--- src/rtl/reg_file_param.sv ---
// Parameterised register file: two registered read ports with write bypass,
// one byte-enabled write port, and a post-reset clear sequence that zeroes
// every register before the file reports ready.
module reg_file_param #(
    parameter int DATA_W   = 32,
    parameter int ADDR_W   = 5,
    parameter int ZERO_REG = 1
) (
    input  logic              clk,
    input  logic              rst_n,
    input  logic [ADDR_W-1:0] rd_addr1,
    input  logic [ADDR_W-1:0] rd_addr2,
    output logic [DATA_W-1:0] rd_data1,
    output logic [DATA_W-1:0] rd_data2,
    input  logic              wr_en,
    input  logic [ADDR_W-1:0] wr_addr,
    input  logic [DATA_W-1:0] wr_data,
    input  logic [DATA_W/8-1:0] wr_be,
    output logic              busy
);

    localparam int DEPTH = 2 ** ADDR_W;
    localparam int BE_W  = DATA_W / 8;

    // One extra bit so the index can never wrap before the clear finishes.
    localparam logic [ADDR_W:0] CLR_LAST = (ADDR_W + 1)'(DEPTH - 1);
    localparam logic [ADDR_W:0] CLR_STEP = (ADDR_W + 1)'(1);

    typedef enum logic {
        CLEAR,
        READY
    } state_e;

    state_e              state_q, state_d;
    logic [ADDR_W:0]     clr_idx_q, clr_idx_d;
    logic                busy_q, busy_d;
    logic [DATA_W-1:0]   rd_data1_q, rd_data1_d;
    logic [DATA_W-1:0]   rd_data2_q, rd_data2_d;
    logic [DATA_W-1:0]   mem_q [DEPTH];

    logic [DATA_W-1:0]   wr_merged;
    logic                wr_fire;

    // Register 0 is hardwired to zero when ZERO_REG is set.
    function automatic logic is_zero_reg(input logic [ADDR_W-1:0] addr);
        return (ZERO_REG != 0) && (addr == '0);
    endfunction

    // Value a read port returns in READY: zero register, bypassed write, or stored word.
    function automatic logic [DATA_W-1:0] read_value(
        input logic [ADDR_W-1:0] addr,
        input logic [DATA_W-1:0] stored,
        input logic [DATA_W-1:0] merged,
        input logic              hit
    );
        if (is_zero_reg(addr)) begin
            return '0;
        end
        return hit ? merged : stored;
    endfunction

    // Merge enabled bytes of wr_data over the current word at wr_addr.
    always_comb begin
        // NOTE: every signal assigned in always_comb gets a default first so no latch is inferred.
        wr_merged = mem_q[wr_addr];
        for (int k = 0; k < BE_W; k++) begin
            if (wr_be[k]) begin
                wr_merged[8*k +: 8] = wr_data[8*k +: 8];
            end
        end
        wr_fire = (state_q == READY) && wr_en && (|wr_be) && !is_zero_reg(wr_addr);
    end

    // Next-state logic for the CLEAR/READY controller and the read ports.
    always_comb begin
        state_d    = state_q;
        clr_idx_d  = clr_idx_q;
        busy_d     = busy_q;
        rd_data1_d = '0;
        rd_data2_d = '0;
        if (state_q == CLEAR) begin
            clr_idx_d = clr_idx_q + CLR_STEP;
            if (clr_idx_q == CLR_LAST) begin
                state_d = READY;
                busy_d  = 1'b0;
            end else begin
                busy_d  = 1'b1;
            end
        end else begin
            busy_d     = 1'b0;
            rd_data1_d = read_value(rd_addr1, mem_q[rd_addr1], wr_merged,
                                    wr_en && (rd_addr1 == wr_addr));
            rd_data2_d = read_value(rd_addr2, mem_q[rd_addr2], wr_merged,
                                    wr_en && (rd_addr2 == wr_addr));
        end
    end

    // Controller state and registered outputs with synchronous active-low reset.
    always_ff @(posedge clk) begin
        if (!rst_n) begin
            state_q    <= CLEAR;
            clr_idx_q  <= '0;
            busy_q     <= 1'b1;
            rd_data1_q <= '0;
            rd_data2_q <= '0;
        end else begin
            state_q    <= state_d;
            clr_idx_q  <= clr_idx_d;
            busy_q     <= busy_d;
            rd_data1_q <= rd_data1_d;
            rd_data2_q <= rd_data2_d;
        end
    end

    // Storage array: zeroed by the clear sequence, then written through the write port.
    always_ff @(posedge clk) begin
        // NOTE: the array has no reset branch; its contents come from the clear sequence, which keeps it mappable to RAM.
        if (rst_n) begin
            if (state_q == CLEAR) begin
                mem_q[clr_idx_q[ADDR_W-1:0]] <= '0;
            end else if (wr_fire) begin
                mem_q[wr_addr] <= wr_merged;
            end
        end
    end

    assign rd_data1 = rd_data1_q;
    assign rd_data2 = rd_data2_q;
    assign busy     = busy_q;

endmodule

--- config.mk ---
export PLATFORM = sky130hd
export DESIGN_NAME = reg_file_param
export DESIGN_NICKNAME = d
export VERILOG_FILES = /design/src/rtl/reg_file_param.sv
export SDC_FILE = /design/constraint.sdc
export NUM_CORES = 2
export LEC_CHECK = 0
export CAP_MARGIN = 10
export CELL_PAD_IN_SITES_DETAIL_PLACEMENT = 0
export CELL_PAD_IN_SITES_GLOBAL_PLACEMENT = 1
export CORE_UTILIZATION = 45
export DETAILED_ROUTE_END_ITERATION = 16
export PLACE_DENSITY = 0.76
export SLEW_MARGIN = 20
export SYNTH_ARGS = -nofsm -noshare
export SYNTH_HDL_FRONTEND = slang
export SYNTH_SLANG_ARGS = --single-unit
--- constraint.sdc ---
create_clock -name clk -period 7.1 [get_ports clk]
set_input_delay 1.42 -clock clk [delete_from_list [all_inputs] [get_ports clk]]
set_output_delay 1.42 -clock clk [all_outputs]
set_load 0.02 [all_outputs]
==> flow_summary.json <==
{
  "start_util_pct": 45.42,
  "place_congestion": 0.8913,
  "dieArea_um2": 132300,
  "syn_inst": 3527,
  "ys_top_cells_by_area": "edfxtp_1 (52%), mux4_2 (20%), mux2i_1 (7.7%), dfxtp_1 (2.4%), mux2_2 (2.3%)",
  "drt_iter0_drc": 6542,
  "drt-wirelength-per-cell_um": 38.62,
  "synth_common_cells": "edfxtp_1 (1024), mux4_2 (513), mux2i_1 (453), a22oi_1 (128), mux2_2 (122)",
  "die_w_um": 363.7,
  "antenna_found_initial": 9,
  "wirelength_um": 210500,
  "synth_cell_types": 79,
  "synth_top_area_share_pct": 52.22,
  "worstSkewPairLatency_ns": 0.77,
  "postCtsSetupBuffers": 0,
  "grt_pass1_vias": 39257,
  "numPortBuffers": 118,
  "whs_ns": 0.5180,
  "yosys_warnings": 0,
  "grt_pass1_wl_um": 295100,
  "outcome": "finished clean",
  "vdd_drop_max_v": 0.0001932,
  "min_period_over_period_pct": 75.45,
  "max_slew_margin_pct": 18.62,
  "rsz0062_at_grt": "no",
  "drive_gt1_share_pct": 30.55,
  "firstDrtPassIters": 6,
  "hp-class": "reg2reg",
  "cp_max_fo": 20,
  "clock_sinks": 1096,
  "cts-root-buf": "clkbuf_16",
  "max_freq_ghz": 0.1867,
  "tns_ns": 0,
  "coreArea_um2": 129600,
  "fp.dieH_um": 363.7,
  "cts_resized": 0,
  "dp_hpwl_um": 127100,
  "hold_violations": 0,
  "yosysSeqAreaShare_pct": 54.67,
  "grtUsageTotal_pct": 31.73,
  "path_class": "in2reg",
  "end_kind": "flop",
  "grt_overflow": 0,
  "drcViolationCount": 0,
  "async_flop_share_pct": 0,
  "ios": 119,
  "areaGrowthSynthToFinish_pct": 13.27,
  "cts.clk_slew.worst_paths_ns": 0.07,
  "cts_tree": "yes",
  "fin_skew_ns": 0.04647,
  "synth-seq-cells": 1096,
  "tightest_slew_ns": 1.221,
  "syn_area_um2": 58880,
  "drv_cap": 0,
  "grt_max_degree": 89,
  "power.density_nw_per_um2": 219.2,
  "synth.most_common_cell": "edfxtp_1",
  "ctsLongestPathBuffers": 3,
  "row_count": 132,
  "syn_area_per_cell_um2": 16.70,
  "viasPerCell": 7.342,
  "cts_max_level": 3,
  "final_util_pct": 51.45,
  "layout_min_cycle_time_ns": 5.357,
  "maxSlewViolCount": 0,
  "detail-route-antenna-nets": 0,
  "numCtsBuffers": 117,
  "setup_viol": 0,
  "syn-num-nets": 3582,
  "critical_path_arrival_ns": 5.73,
  "synth_ff_type": "edfxtp_1",
  "yosys.area.top_type": "edfxtp_1",
  "critical_path_required_ns": 7.48,
  "fin_nets": 3660,
  "synth_edf_count": 1024,
  "leakage_nw": 22.47,
  "cts_hold_buf": 0,
  "worstSetupStartpointType": "primary input",
  "vias": 40015
}
[metrics by stage]
stage | power [W] | setup slack [ns] | instance area, µm² | instances
2_1_floorplan | 0.007927 | 2.484 | 58880 | 3527
3_3_place_gp | 0.008337 | 0.9466 | 62570 | 5218
3_5_place_dp | 0.008343 | 1.181 | 62610 | 5220
4_1_cts | 0.01461 | 1.984 | 66560 | 5439
5_1_grt | 0.01491 | 1.773 | 66690 | 5447
6_report | 0.01462 | 1.743 | 66700 | 5450
[state kept, by name, indices dropped and copies added (netlist names)]
| signal | flops |
|---|---|
| busy | 1 |
| clr_idx_q | 6 |
| mem_q | 1024 |
| rd_data1 | 32 |
| rd_data2 | 32 |
| state_q | 1 |
[critical path, cell delays in order]
cell and delay (ns):
clkdlybuf4s50_1 1.17, nor4_1 0.30, a211oi_4 0.77, a41oi_1 0.53, nor2_4 0.88, buf_4 0.61
[metal layers]
| layer | track usage (%) | vias up | part of all wire [%] |
|---|---|---|---|
| li1 | - | 15574 | - |
| met1 | 42.89 | 20569 | 36 |
| met2 | 45.82 | 3289 | 43 |
| met3 | 11.16 | 571 | 15 |
| met4 | 14.54 | 12 | 5.1 |
| met5 | 0.7625 | - | 0.098 |
[where the power goes]
part	switching, W	internal, W
Clock	0.00264	0.00373
Combinational	0.000778	0.000449
Sequential	0.0000243	0.00700
Total	0.00345	0.0112
[final timing paths]
path,startpoint,slack [ns],to,depth (start not counted)
max,wr_be[3],1.74,mem_q[14][0],6
min,clr_idx_q[5],0.52,clr_idx_q[5],2
max reg2reg,state_q,3.10,mem_q[14][0],5
min reg2reg,clr_idx_q[5],0.52,clr_idx_q[5],2
[cell usage in the layout, fill, tap and decap left out, types with 34 or more instances in the layout]
cell type,netlist,final
o21ai_0,67,67
mux4_2,513,513
mux2_2,122,122
a22oi_1,128,128
nor2_4,0,34
nor2b_1,41,36
buf_4,43,145
dfxtp_1,72,72
a221oi_1,64,64
mux2i_1,453,453
a22o_1,37,37
clkbuf_16,0,119
o311ai_0,47,44
o22ai_1,121,121
clkdlybuf4s50_1,0,108
edfxtp_1,1024,1024
a211o_1,50,49
[logic make-up (layout without fill, tap and decap cells)]
group           after synthesis  after routing  share of synthesized area, %
xor+xnor                     14             14                        0.2210
mux                        1088           1088                         29.65
other cells                   0              3                             0
simple gates                230            230                         2.295
buf+inv                     341            519                         3.134
compound gates              757            757                         10.01
flops                      1096           1096                         54.67
fa+ha+maj                     1              1                       0.02125
[area by class of cell]
class / instances / area [µm²]
fillers: 10400 / 62950
flip-flops and latches: 1096 / 32190
multi-input cells: 2090 / 25450
clock buffers: 151 / 3148
repair buffers: 293 / 2902
well taps: 1742 / 2180
clock inverters: 68 / 797.0
inverters: 7 / 28.78
diodes: 3 / 7.507
(Power assumes the default switching activity.)
